## config.mk

```make
export PLATFORM = sky130hd
export DESIGN_NAME = snn_layer_lif
export DESIGN_NICKNAME = d
export VERILOG_FILES = /design/src/rtl/snn_layer_lif.sv
export SDC_FILE = /design/constraint.sdc
export NUM_CORES = 1
export LEC_CHECK = 0
export ABC_AREA = 1
export CORE_MARGIN = 10
export CORE_UTILIZATION = 60
export CTS_BUF_LIST = sky130_fd_sc_hd__clkbuf_2 sky130_fd_sc_hd__clkbuf_4 sky130_fd_sc_hd__clkbuf_8
export DETAILED_ROUTE_END_ITERATION = 6
export PLACE_DENSITY = 0.83
export RECOVER_POWER = 25
export SLEW_MARGIN = 20
export SYNTH_ARGS = -nofsm -noshare
export SYNTH_HDL_FRONTEND = slang
export SYNTH_SLANG_ARGS = --single-unit
```

## constraint.sdc

```tcl
create_clock -name clk -period 4.33 [get_ports clk]
set_clock_uncertainty 0.2 [all_clocks]
set_input_delay 0.866 -clock clk [delete_from_list [all_inputs] [get_ports clk]]
set_output_delay 0.866 -clock clk [all_outputs]
set_load 0.02 [all_outputs]
```

## src/rtl/snn_layer_lif.sv

```systemverilog
// Fully-connected layer of leaky integrate-and-fire neurons. Every output neuron sees all
// input channels through its own signed weights; spikes, potentials and refractory flags are registered.
module snn_layer_lif #(
    parameter int N_IN        = 3,
    parameter int N_OUT       = 2,
    parameter int W_W         = 4,
    parameter int V_W         = 8,
    parameter int THRESH      = 16,
    parameter int REFRACTORY  = 2,
    parameter int LEAK_PERIOD = 4
) (
    input  logic                        clk,
    input  logic                        rst,
    input  logic                        en,
    input  logic [N_IN-1:0]             spike_in,
    input  logic [N_IN-1:0]             sign_in,
    input  logic [N_OUT*N_IN*W_W-1:0]   weight,
    output logic [N_OUT-1:0]            spike_out,
    output logic [N_OUT*V_W-1:0]        potential,
    output logic [N_OUT-1:0]            refr_busy
);

    localparam int S_W  = W_W + 1 + $clog2(N_IN);
    localparam int E_W  = ((V_W > S_W) ? V_W : S_W) + 1;
    localparam int LC_W = (LEAK_PERIOD > 1) ? $clog2(LEAK_PERIOD) : 1;
    localparam int R_W  = (REFRACTORY > 0) ? $clog2(REFRACTORY + 1) : 1;

    localparam logic signed [E_W-1:0] V_MAX   = E_W'((2 ** (V_W - 1)) - 1);
    localparam logic signed [E_W-1:0] V_MIN   = E_W'(-(2 ** (V_W - 1)));
    localparam logic signed [V_W-1:0] V_TH    = V_W'(THRESH);
    localparam logic signed [V_W-1:0] V_ONE   = V_W'(1);
    localparam logic [R_W-1:0]        R_LOAD  = R_W'(REFRACTORY);
    localparam logic [LC_W-1:0]       LC_LAST = LC_W'((LEAK_PERIOD > 0) ? LEAK_PERIOD - 1 : 0);

    logic [LC_W-1:0] leak_cnt;
    logic            leak_tick;

    // The leak phase is shared by every neuron and only advances on enabled cycles.
    assign leak_tick = (LEAK_PERIOD != 0) && (leak_cnt == LC_LAST);

    always_ff @(posedge clk or posedge rst) begin
        if (rst) begin
            leak_cnt <= '0;
        end else if (en && (LEAK_PERIOD != 0)) begin
            leak_cnt <= leak_tick ? '0 : leak_cnt + 1'b1;
        end
    end

    for (genvar j = 0; j < N_OUT; j++) begin : g_neuron
        logic signed [V_W-1:0] v_q;
        logic signed [V_W-1:0] v_d;
        logic [R_W-1:0]        r_q;
        logic [R_W-1:0]        r_d;
        logic                  spk_q;
        logic                  spk_d;
        logic                  busy_q;
        logic                  busy_d;
        logic signed [S_W-1:0] sum;
        logic signed [E_W-1:0] v_ext;
        logic signed [E_W-1:0] s_ext;
        logic signed [E_W-1:0] v_sum;
        logic signed [V_W-1:0] v1;
        logic signed [V_W-1:0] v2;

        always_comb begin : c_sum
            logic signed [W_W-1:0] w;
            logic signed [S_W-1:0] c;
            sum = '0;
            w   = '0;
            c   = '0;
            for (int i = 0; i < N_IN; i++) begin
                w = weight[(j*N_IN+i)*W_W +: W_W];
                c = w;
                if (sign_in[i]) begin
                    c = -c;
                end
                if (spike_in[i]) begin
                    sum = sum + c;
                end
            end
        end

        always_comb begin : c_update
            v_ext = v_q;
            s_ext = sum;
            v_sum = v_ext + s_ext;

            if (v_sum > V_MAX) begin
                v1 = V_MAX[V_W-1:0];
            end else if (v_sum < V_MIN) begin
                v1 = V_MIN[V_W-1:0];
            end else begin
                v1 = v_sum[V_W-1:0];
            end

            // Leak moves one step toward zero and can never cross it.
            v2 = v1;
            if (leak_tick) begin
                if (v1[V_W-1]) begin
                    v2 = v1 + V_ONE;
                end else if (v1 != '0) begin
                    v2 = v1 - V_ONE;
                end
            end

            r_d    = r_q;
            v_d    = v_q;
            spk_d  = 1'b0;
            busy_d = busy_q;
            if (r_q != '0) begin
                r_d    = r_q - 1'b1;
                v_d    = '0;
                busy_d = (r_d != '0);
            end else if (v2 >= V_TH) begin
                v_d    = '0;
                spk_d  = 1'b1;
                r_d    = R_LOAD;
                busy_d = (REFRACTORY != 0);
            end else begin
                v_d = v2;
            end
        end

        always_ff @(posedge clk or posedge rst) begin
            if (rst) begin
                v_q    <= '0;
                r_q    <= '0;
                spk_q  <= 1'b0;
                busy_q <= 1'b0;
            end else if (en) begin
                v_q    <= v_d;
                r_q    <= r_d;
                spk_q  <= spk_d;
                busy_q <= busy_d;
            end else begin
                spk_q  <= 1'b0;
            end
        end

        assign spike_out[j]              = spk_q;
        assign refr_busy[j]              = busy_q;
        assign potential[j*V_W +: V_W]   = v_q;
    end

endmodule

```

==> results.toml, run 1 <==
[sta]
crit_endpoint = "g_neuron[1].r_q[1]$_DFFE_PP0P_/D"
worstEndpointType = "sequential cell input"

[clock_tree]
post_cts_hold_buffer_count = 0
cts_sinks = 26
clock-root-buffer = "sky130_fd_sc_hd__clkbuf_8"
tritoncts.num_buffers = 3
htree_levels = 1
max-clock-path-buffers = 2

[synthesis]
ys_warn_count = 0
leading_post_synthesis_cells_by_instance_count = "sky130_fd_sc_hd__nand2_1 (190), sky130_fd_sc_hd__inv_1 (111), sky130_fd_sc_hd__ha_1 (59)"
synth_edf_count = 0
post_synth_inst_count = 772
synthesis.area_um2 = 4976
synthArstFlopShare = 1.000
post-synth-top-count-cell = "sky130_fd_sc_hd__nand2_1"
synth.yosys.seq_area_share = 0.1308
synthesis.nets = 870
synth.largest_area_cell = "sky130_fd_sc_hd__ha_1"
synthesis.area_per_instance_um2 = 6.446
synth.top_cell.area_share = 0.1484
dominantRegCellSynth = "sky130_fd_sc_hd__dfrtp_1"
synth.area.top_cells = "sky130_fd_sc_hd__ha_1 (15%), sky130_fd_sc_hd__nand2_1 (14%), sky130_fd_sc_hd__dfrtp_1 (13%)"
ys_seq_elements = 26
synth_cell_types = 48

[floorplanning]
dieHeight_um = 111.1
die_w_um = 111.1
starting_density_of_the_core = 0.6118
placement_rows = 33
io_pins = 53

[run_status]
flow.first_error = "[ERROR DPL-0038] Utilization greater than 100%, impossible to legalize"
haltStage = "global routing (5_1_grt)"
outcome = "aborted with a tool error"

[place]
dp.cells = 1075
placed_cell_area_um2 = 6909
detailed_place_hpwl_um = 13300
port_buffers = 52
gp_congestion = 0.9437
detailedPlace.worstSlack_ps = -3077

[grt]
maximum_number_of_pins_on_one_net_before_global_route_repair = 27
what timing repair did:
item,in CTS
resized for setup,127
setup endpoints to repair,24
setup buffers,36
pin swaps,80
through the flow:
step,hold WS (ps),TNS (ps),utilization
detailed placement,266.9,-70050,0.8494
floorplan,242.4,-43040,-
CTS,292.8,-48760,0.9274
global placement,259.8,-61180,0.8494
cells by family after synthesis:
logic type,Yosys count,synth area share
buffers and inverters,140,0.1152
flip-flops,26,0.1308
AO/OA/AOI/OAI,146,0.1707
XOR/XNOR,32,0.05632
multiplexers,2,0.004023
AND/OR/NAND/NOR,361,0.3505
adder cells (fa/ha/maj),65,0.1725
==> run 2, diff against run 1 <==
- CORE_UTILIZATION: 60 -> 40
- CTS_BUF_LIST: sky130_fd_sc_hd__clkbuf_2 sky130_fd_sc_hd__clkbuf_4 sky130_fd_sc_hd__clkbuf_8 -> default
- PLACE_DENSITY: 0.83 -> default
- PLACE_DENSITY_LB_ADDON: default -> 0.15
==> results.toml, run 2 <==
[run_status]
outcome = "finished, violations left"
failed_checks = "setup timing"

[layout]
nets = 1140
synthToLayoutAreaGrowth_pct = 67.87
antennaDiodeCount = 0
layout_commonest_cell = "sky130_fd_sc_hd__buf_4"
top_regs = "g_neuron.v_q x16, g_neuron.r_q x4"
largest-register = "g_neuron.v_q"
most-common-layout-cells = "sky130_fd_sc_hd__buf_4 (213), sky130_fd_sc_hd__nand2_1 (154), sky130_fd_sc_hd__inv_1 (87), sky130_fd_sc_hd__nand2_2 (44), sky130_fd_sc_hd__ha_1 (43)"
n_fill_cell = 1013
drive_gt1_frac = 0.4519
largest_reg_flops = 16

[grt]
grt_pass1_vias = 6146
grt_first_pass_wirelength_um = 27140
grt_antenna_before_repair = 0
track_usage = 0.1784
maximum_number_of_pins_on_one_net_before_global_route_repair = 27
grt-ovfl-total = 0

[worst_setup_path]
critical_path_peak_fanout = 5
path_buf_inv = 15
crit_cells = 47
critPathRequiredTime_ps = 4310
timing.rr.start = "g_neuron[0].v_q[0]"
delay_of_the_slowest_cell_on_the_worst_path_ps = 330
r2r_end = "g_neuron[0].r_q[0]"
r2r_slack_ps = 870
setup.worst_path.end = "g_neuron[1].v_q[2]"
worst_path_most_repeated_cell = "sky130_fd_sc_hd__buf_4"
timing.critical_path.slowest_stage_cell = "sky130_fd_sc_hd__ha_1"
cells_on_worst_reg2reg_path = 28
timing.setup.critical_path_class = "primary input to flop"
path_delay_family = "simple AND/OR/NAND/NOR gates"
timing.critical_path.from_type = "primary input"
critPathArrivalTime_ps = 6400
crit_path_end_kind = "flop"
crit_path_start = "weight[18]"

[power_and_ir_drop]
leakage_nw = 4.201
p_total_mw = 6.248
vdd.ir_drop.worst_uv = 633.7
power-per-cell-area_nw_per_um2 = 748.0

[sta]
holdWs_ps = 276.0
post-route-worst-setup-slack_ps = -2082
period_needed_ps = 6412
hold_viol_final = 0
grt_setup_unrepaired = "yes"
finalSetupViolations = 24
slew_violations = 0
maxClockFrequency_mhz = 156.0
worst_pin_slew_ps = 952.6
timing.final.crit_share = 1.481
headroom_to_the_max_slew_limit = 0.3610

[floorplanning]
placement_rows = 40
die_w_um = 131.5
dieHeight_um = 131.5
die-area_um2 = 17300
starting_density_of_the_core = 0.4108
floorplan.core_area_um2 = 12110
io_pins = 53

[synthesis]
synthesis.nets = 870
post_synth_inst_count = 772
synthesis.area_per_instance_um2 = 6.446
synth_edf_count = 0
synth.yosys.seq_area_share = 0.1308
leading_post_synthesis_cells_by_instance_count = "sky130_fd_sc_hd__nand2_1 (190), sky130_fd_sc_hd__inv_1 (111), sky130_fd_sc_hd__ha_1 (59)"
post-synth-top-count-cell = "sky130_fd_sc_hd__nand2_1"
synthArstFlopShare = 1.000
synth_cell_types = 48
synth.top_cell.area_share = 0.1484
dominantRegCellSynth = "sky130_fd_sc_hd__dfrtp_1"
synth.area.top_cells = "sky130_fd_sc_hd__ha_1 (15%), sky130_fd_sc_hd__nand2_1 (14%), sky130_fd_sc_hd__dfrtp_1 (13%)"
ys_seq_elements = 26
ys_warn_count = 0
synthesis.area_um2 = 4976
synth.largest_area_cell = "sky130_fd_sc_hd__ha_1"

[clock_tree]
max-clock-path-buffers = 2
clock-root-buffer = "sky130_fd_sc_hd__clkbuf_16"
clk_transition_reported_paths_ps = 60
cts_sinks = 26
post_cts_hold_buffer_count = 0
cts_tree = "yes"
htree_levels = 1
tritoncts.num_buffers = 3
clock_latency_on_the_worst_skew_pair_ps = 260

[route]
detail_route.first_pass.iterations = 4
remaining_drc_errors = 0
routed_wl_um = 16720
antenna_left = 0
detail_route.iter0.violations = 239
post_drt_wl_per_cell_um = 13.84
dr_total_vias = 6002
route.detailed.vias_per_inst = 4.969

[hold_path]
holdCritPathClass = "flop to flop"

[place]
detailed_place_hpwl_um = 12360
port_buffers = 52
detailedPlace.worstSlack_ps = -2937
gp_congestion = 0.9025

[job]
timing.max_cap.violations = 0
-- run 2: cell counts after synthesis --
Identical to the previous run, type by type.
-- run 2: area by class of cell --
class	count	area (um^2)	share of cell area
flip-flops and latches	26	650.6	0.07789
repair buffers	284	2351	0.2815
clock buffers	3	75.07	0.008987
inverters	121	506.7	0.06067
multi-input cells	606	4559	0.5458
well taps	168	210.2	0.02516
-- run 2: stage by stage --
step | area (um^2) | util | cells | TNS, ps
detailed placement | 7046 | 0.5817 | 1144 | -68950
global route | 8353 | 0.6897 | 1208 | -60180
finish | 8353 | 0.6897 | 1208 | -48240
floorplan | 5131 | - | 772 | -43040
CTS | 7946 | 0.6561 | 1198 | -48010
global placement | 7046 | 0.5817 | 1144 | -64370
-- run 2: worst register-to-register path: cells and delay by family, from the launching register on --
family / cells / cell delay (ps)
adder cells (fa/ha/maj): 3 / 730
buffers and inverters: 4 / 200
flip-flops: 1 / 380
AND/OR/NAND/NOR: 21 / 1860
-- run 2: logic make-up (layout without fill, tap and decap cells) --
| group | Yosys count | in the layout | synth area share |
|---|---|---|---|
| adder cells (fa/ha/maj) | 65 | 65 | 0.1725 |
| buffers and inverters | 140 | 408 | 0.1152 |
| AND/OR/NAND/NOR | 361 | 361 | 0.3505 |
| flip-flops | 26 | 26 | 0.1308 |
| multiplexers | 2 | 2 | 0.004023 |
| XOR/XNOR | 32 | 32 | 0.05632 |
| AO/OA/AOI/OAI | 146 | 146 | 0.1707 |
-- run 2: report_power, final --
group          switching, mW  total, mW  internal (mW)
Sequential            0.0762      0.404          0.328
Clock                 0.0807      0.203          0.122
Combinational           3.03       5.64           2.61
Total                   3.19       6.25           3.06
-- run 2: how the worst min path moves through the flow --
stage | start | end | slack [ps] | cells after the start
global placement | leak_cnt[1] | leak_cnt[1] | 260 | 2
detailed placement | g_neuron[1].busy_q | g_neuron[1].busy_q | 260 | 2
global route | g_neuron[1].busy_q | g_neuron[1].busy_q | 320 | 2
floorplan | g_neuron[1].busy_q | g_neuron[1].busy_q | 240 | 2
CTS | g_neuron[0].busy_q | g_neuron[0].busy_q | 290 | 2
finish | g_neuron[1].busy_q | g_neuron[1].busy_q | 280 | 2
-- run 2: per-layer routing --
layer | global-route usage | vias up | wire, um
li1 | - | 3041 | -
met1 | 0.2052 | 2808 | 6943
met2 | 0.3409 | 114 | 8859
met3 | 0.01334 | 39 | 431
met4 | 0.05068 | 0 | 486
met5 | 0 | - | 0
-- run 2: timing repair --
| action | 4_1_cts | 5_1_grt |
|---|---|---|
| gates resized for setup | 164 | 101 |
| setup buffers | 52 | 12 |
| pin swaps | 99 | 106 |
| gates cloned | 0 | 0 |
| setup endpoints to repair | 24 | 24 |
No activity file was read; power rests on OpenSTA's default activity.
==> run 3, diff against run 2 <==
- PLACE_DENSITY_LB_ADDON: 0.15 -> default
==> results.toml, run 3 (synthesis results as in run 2) <==
[floorplanning]
io_pins = 53
starting_density_of_the_core = 0.4108
die-area_um2 = 17300
die_w_um = 131.5
dieHeight_um = 131.5
floorplan.core_area_um2 = 12110
placement_rows = 40

[route]
post_drt_wl_per_cell_um = 13.53
antenna_left = 0
dr_total_vias = 5855
remaining_drc_errors = 0
detail_route.iter0.violations = 186
detail_route.first_pass.iterations = 4
routed_wl_um = 16170
route.detailed.vias_per_inst = 4.900

[clock_tree]
htree_levels = 1
cts_sinks = 26
tritoncts.num_buffers = 3
clock-root-buffer = "sky130_fd_sc_hd__clkbuf_16"
cts_tree = "yes"
clk_transition_reported_paths_ps = 70
max-clock-path-buffers = 2
clock_latency_on_the_worst_skew_pair_ps = 270

[power_and_ir_drop]
swShare = 0.4989
power_switching_mw = 3.088
p_total_mw = 6.191
power.internal_mw = 3.102
seq_power_share = 0.066
vdd.ir_drop.worst_uv = 600.5
power_frac_comb = 0.890
power-per-cell-area_nw_per_um2 = 753.8
p_clk_frac = 0.044
leakage_nw = 4.135

[place]
port_buffers = 52
detailedPlace.worstSlack_ps = -2944
detailed_place_hpwl_um = 12300
gp_congestion = 0.8727

[job]
timing.max_cap.violations = 0

[sta]
grt_setup_unrepaired = "yes"
period_needed_ps = 6382
finalSetupViolations = 24
post-route-worst-setup-slack_ps = -2052
timing.final.crit_share = 1.474
fin_setup_tns_ps = -47430
headroom_to_the_max_slew_limit = 0.3373
slew_violations = 0
worst_pin_slew_ps = 993.0
maxClockFrequency_mhz = 156.7
hold_viol_final = 0

[grt]
grt_pass1_vias = 5806
grt-ovfl-total = 0
grt_first_pass_wirelength_um = 26480
track_usage = 0.1753
maximum_number_of_pins_on_one_net_before_global_route_repair = 27
grt_antenna_before_repair = 0

[worst_setup_path]
crit_path_start = "weight[0]"
r2r_end = "g_neuron[0].busy_q"
timing.rr.start = "g_neuron[0].v_q[0]"
setup.worst_path.end = "g_neuron[0].busy_q"
critPathArrivalTime_ps = 6390
cells_on_worst_reg2reg_path = 29
timing.critical_path.from_type = "primary input"
timing.setup.critical_path_class = "primary input to flop"
r2r_slack_ps = 790
delay_of_the_slowest_cell_on_the_worst_path_ps = 340
critPathRequiredTime_ps = 4340
crit_path_end_kind = "flop"
critical_path_peak_fanout = 4
timing.critical_path.slowest_stage_cell = "sky130_fd_sc_hd__ha_1"

[layout]
layout_commonest_cell = "sky130_fd_sc_hd__buf_4"
drive_gt1_frac = 0.4314
synthToLayoutAreaGrowth_pct = 65.05
top_regs = "g_neuron.v_q x16, g_neuron.r_q x4"
largest_reg_flops = 16
antennaDiodeCount = 0
nets = 1126
final_util = 0.6781
most-common-layout-cells = "sky130_fd_sc_hd__buf_4 (202), sky130_fd_sc_hd__nand2_1 (161), sky130_fd_sc_hd__inv_1 (87), sky130_fd_sc_hd__ha_1 (44), sky130_fd_sc_hd__o21ai_0 (41)"
largest-register = "g_neuron.v_q"

[run_status]
outcome = "finished, violations left"
failed_checks = "setup timing"

[hold_path]
holdCritPathClass = "flop to flop"
[run 3: cell types whose count changed in the layout (fill, tap and decap cells not counted), sizes merged]
cell | previous run | this run
dlygate4sd2 | 4 | 3
buf | 240 | 227
clkdlybuf4s15 | 2 | 1
clkinv | 4 | 3
inv | 117 | 118
bufinv | 0 | 1
dlygate4sd3 | 1 | 2
[run 3: power groups by stage]
| stage | Combinational (mW) | Sequential (mW) | Clock (mW) |
|---|---|---|---|
| final | 5.51 | 0.409 | 0.274 |
| after CTS | 5.12 | 0.407 | 0.280 |
| after floorplan | 2.83 | 0.423 | 0 |
| after global routing | 6.03 | 0.420 | 0.293 |
| after global placement | 4.54 | 0.401 | 0 |
| after detailed placement | 4.60 | 0.405 | 0 |
[run 3: repair_timing]
item / 4_1_cts / 5_1_grt
endpoints found under the hold margin: 0 / 0
hold buffers: 0 / 0
resized for setup: 164 / 79
pin swaps: 93 / 47
setup endpoints to repair: 24 / 24
setup buffers: 29 / 16
[run 3: final cells by class]
cell class / count / area [um^2]
repair buffers: 270 / 2235
flip-flops and latches: 26 / 650.6
fillers: 1012 / 3899
well taps: 168 / 210.2
clock buffers: 3 / 75.07
inverters: 121 / 499.2
multi-input cells: 606 / 4513
clock inverters: 1 / 30.03
[run 3: worst max-delay path: cells and delay by family]
kind / cells / cell delay [ps]
AOI/OAI and AO/OA: 11 / 1470
buffers and inverters: 7 / 450
adders and majority gates: 5 / 1260
xor gates and xnor gates: 2 / 350
and+or+nand+nor: 22 / 1970
[run 3: how the worst min path moves through the flow]
stage,from,endpoint,slack [ps],cells after the start
final,g_neuron[1].busy_q,g_neuron[1].busy_q,280,2
after global routing,g_neuron[1].busy_q,g_neuron[1].busy_q,320,2
after CTS,g_neuron[1].busy_q,g_neuron[1].busy_q,290,2
after detailed placement,g_neuron[1].busy_q,g_neuron[1].busy_q,270,2
after global placement,leak_cnt[1],leak_cnt[1],260,2
after floorplan,g_neuron[1].busy_q,g_neuron[1].busy_q,240,2
[run 3: metrics by stage]
step           cells  cell area, um^2  hold WS, ps
6_report        1195             8213        284.8
5_1_grt         1195             8213        319.5
4_1_cts         1180             7849        291.7
3_5_place_dp    1147             7068        272.6
3_3_place_gp    1147             7068        258.0
2_1_floorplan    772             5131        242.4
[run 3: layer usage]
metal	GRT usage	share of wire	vias up
li1	-	-	3021
met1	0.2131	0.44	2713
met2	0.3235	0.52	94
met3	0.01410	0.026	27
met4	0.04265	0.018	0
met5	0	0	-
==> run 4, diff against run 3 <==
- GPL_TIMING_DRIVEN: default -> 0
- PLACE_DENSITY_LB_ADDON: default -> 0.3
- clock period: 4.33 -> 7.7 ns (I/O delays scaled with it)
==> results.toml, run 4 (synthesis results as in run 2) <==
[grt]
track_usage = 0.1446
grt_pass1_vias = 4920
maximum_number_of_pins_on_one_net_before_global_route_repair = 27
grt-ovfl-total = 0
grt_antenna_before_repair = 0
grt_first_pass_wirelength_um = 22180

[route]
dr_total_vias = 5137
antenna_left = 0
detail_route.iter0.violations = 291
remaining_drc_errors = 0
detail_route.first_pass.iterations = 6
wl_met1_um = 6355
met3_wirelength_um = 461
post_drt_wl_per_cell_um = 13.22
route.detailed.vias_per_inst = 4.954
routed.top_layer = "met4"
routed_wl_um = 13710
met2RoutedLength_um = 6702

[worst_setup_path]
crit_path_start = "weight[0]"
worst_path_most_repeated_cell = "sky130_fd_sc_hd__nand2_4"
crit_path_end_kind = "flop"
delay_of_the_slowest_cell_on_the_worst_path_ps = 280
critPathArrivalTime_ps = 7350
cells_on_worst_reg2reg_path = 30
timing.critical_path.slowest_stage_cell = "sky130_fd_sc_hd__o21ai_0"
r2r_slack_ps = 3970
r2r_end = "g_neuron[0].busy_q"
timing.setup.critical_path_class = "primary input to flop"
critical_path_peak_fanout = 5
setup.worst_path.end = "g_neuron[0].busy_q"
critPathRequiredTime_ps = 7660
timing.critical_path.from_type = "primary input"
timing.rr.start = "g_neuron[0].v_q[0]"

[place]
placed_cell_area_um2 = 5677
gp_congestion = 0.8777
detailed_place_hpwl_um = 10110
port_buffers = 49

[floorplanning]
dieHeight_um = 131.5
die-area_um2 = 17300
die_w_um = 131.5
io_pins = 53
floorplan.core_area_um2 = 12110
starting_density_of_the_core = 0.4108
placement_rows = 40

[power_and_ir_drop]
power_switching_mw = 1.525
power-per-cell-area_nw_per_um2 = 409.6
leakage_nw = 3.314
power.internal_mw = 1.216
p_clk_frac = 0.047
vdd.ir_drop.worst_uv = 290.3
seq_power_share = 0.084
power_frac_comb = 0.870
swShare = 0.5563

[sta]
worst_pin_slew_ps = 927.0
headroom_to_the_max_slew_limit = 0.3782
hold_viol_final = 0
fin_setup_tns_ps = 0
slew_violations = 0
timing.final.crit_share = 0.9608
period_needed_ps = 7398
maxClockFrequency_mhz = 135.2
finalSetupViolations = 0

[layout]
largest-register = "g_neuron.v_q"
synthToLayoutAreaGrowth_pct = 34.45
multi_input_comb_area_um2 = 4334
layout_commonest_cell = "sky130_fd_sc_hd__nand2_1"
most-common-layout-cells = "sky130_fd_sc_hd__nand2_1 (172), sky130_fd_sc_hd__inv_1 (101), sky130_fd_sc_hd__buf_4 (50), sky130_fd_sc_hd__o21ai_0 (46), sky130_fd_sc_hd__ha_1 (44)"
nets = 968
n_fill_cell = 1174
drive_gt1_frac = 0.2589
postLayoutCellArea_um2 = 6690
largest_reg_flops = 16
antennaDiodeCount = 0
top_regs = "g_neuron.v_q x16, g_neuron.r_q x4"
area.sequential_um2 = 650.6

[clock_tree]
cts_tree = "yes"
clock_latency_on_the_worst_skew_pair_ps = 260
max-clock-path-buffers = 2
tritoncts.num_buffers = 3
clock-root-buffer = "sky130_fd_sc_hd__clkbuf_16"
cts_sinks = 26
htree_levels = 1
clk_transition_reported_paths_ps = 70

[hold_path]
hold_path_depth = 1
holdCritPathClass = "flop to flop"
hold_path.startpoint = "leak_cnt[0]"

[job]
timing.max_cap.violations = 0

[run_status]
outcome = "complete, no violations"
==> run 4: cell count changes in the layout (fill, tap and decap cells not counted), sizes merged, moves of 5 or more <==
cell           before  now
dlymetal6s2s        0    6
buf               227   53
clkdlybuf4s50      34   39
clkbuf              6   14
==> run 4: power by group through the flow <==
| stage | clock network [mW] | logic [mW] | registers (mW) |
|---|---|---|---|
| floorplan | 0 | 1.52 | 0.238 |
| global placement | 0 | 1.89 | 0.229 |
| detailed placement | 0 | 1.90 | 0.227 |
| CTS | 0.131 | 2.09 | 0.227 |
| global route | 0.136 | 2.65 | 0.236 |
| finish | 0.128 | 2.38 | 0.230 |
==> run 4: how the worst min path moves through the flow <==
stage | slack, ps | to
after floorplan | 240 | g_neuron[1].busy_q
after global placement | 260 | leak_cnt[1]
after detailed placement | 260 | g_neuron[1].busy_q
after CTS | 280 | leak_cnt[0]
after global routing | 310 | leak_cnt[0]
final | 280 | leak_cnt[0]
==> run 4: layout make-up <==
class,instances,share of cell area
plain buffers,18,0.01571
inverters,121,0.06901
well taps,168,0.03142
flip-flops and latches,26,0.09725
repair buffers,94,0.1255
clock buffers,4,0.01328
multi-input cells,606,0.6478
==> run 4: what timing repair did <==
action | 4_1_cts | 5_1_grt
setup endpoints to repair | 24 | 24
resized for setup | 32 | 111
setup buffers | 31 | 14
hold buffers | 0 | 0
pin swaps | 28 | 59
==> run 4: through the flow <==
stage	power [mW]	utilization	hold slack [ps]	setup slack, ps	cells
2_1_floorplan	1.755	-	242.4	449.0	772
3_3_place_gp	2.120	0.4687	259.3	-884.9	989
3_5_place_dp	2.129	0.4687	263.5	-891.7	989
4_1_cts	2.446	0.5049	284.7	0.6848	1024
5_1_grt	3.018	0.5524	308.1	-150.8	1037
6_report	2.741	0.5524	281.1	301.5	1037
==> run 4: metal layers <==
layer  vias up  track usage
li1       2689            -
met3        19      0.01448
met4         0      0.02410
met5         -            0
met2       101       0.2536
met1      2328       0.1887
==> run 4: critical path: cells and delay by family <==
kind | cells | cell delay [ps]
simple gates | 20 | 1530
fa+ha+maj | 5 | 1170
compound gates | 10 | 1570
buf+inv | 9 | 1140
xor+xnor | 2 | 360
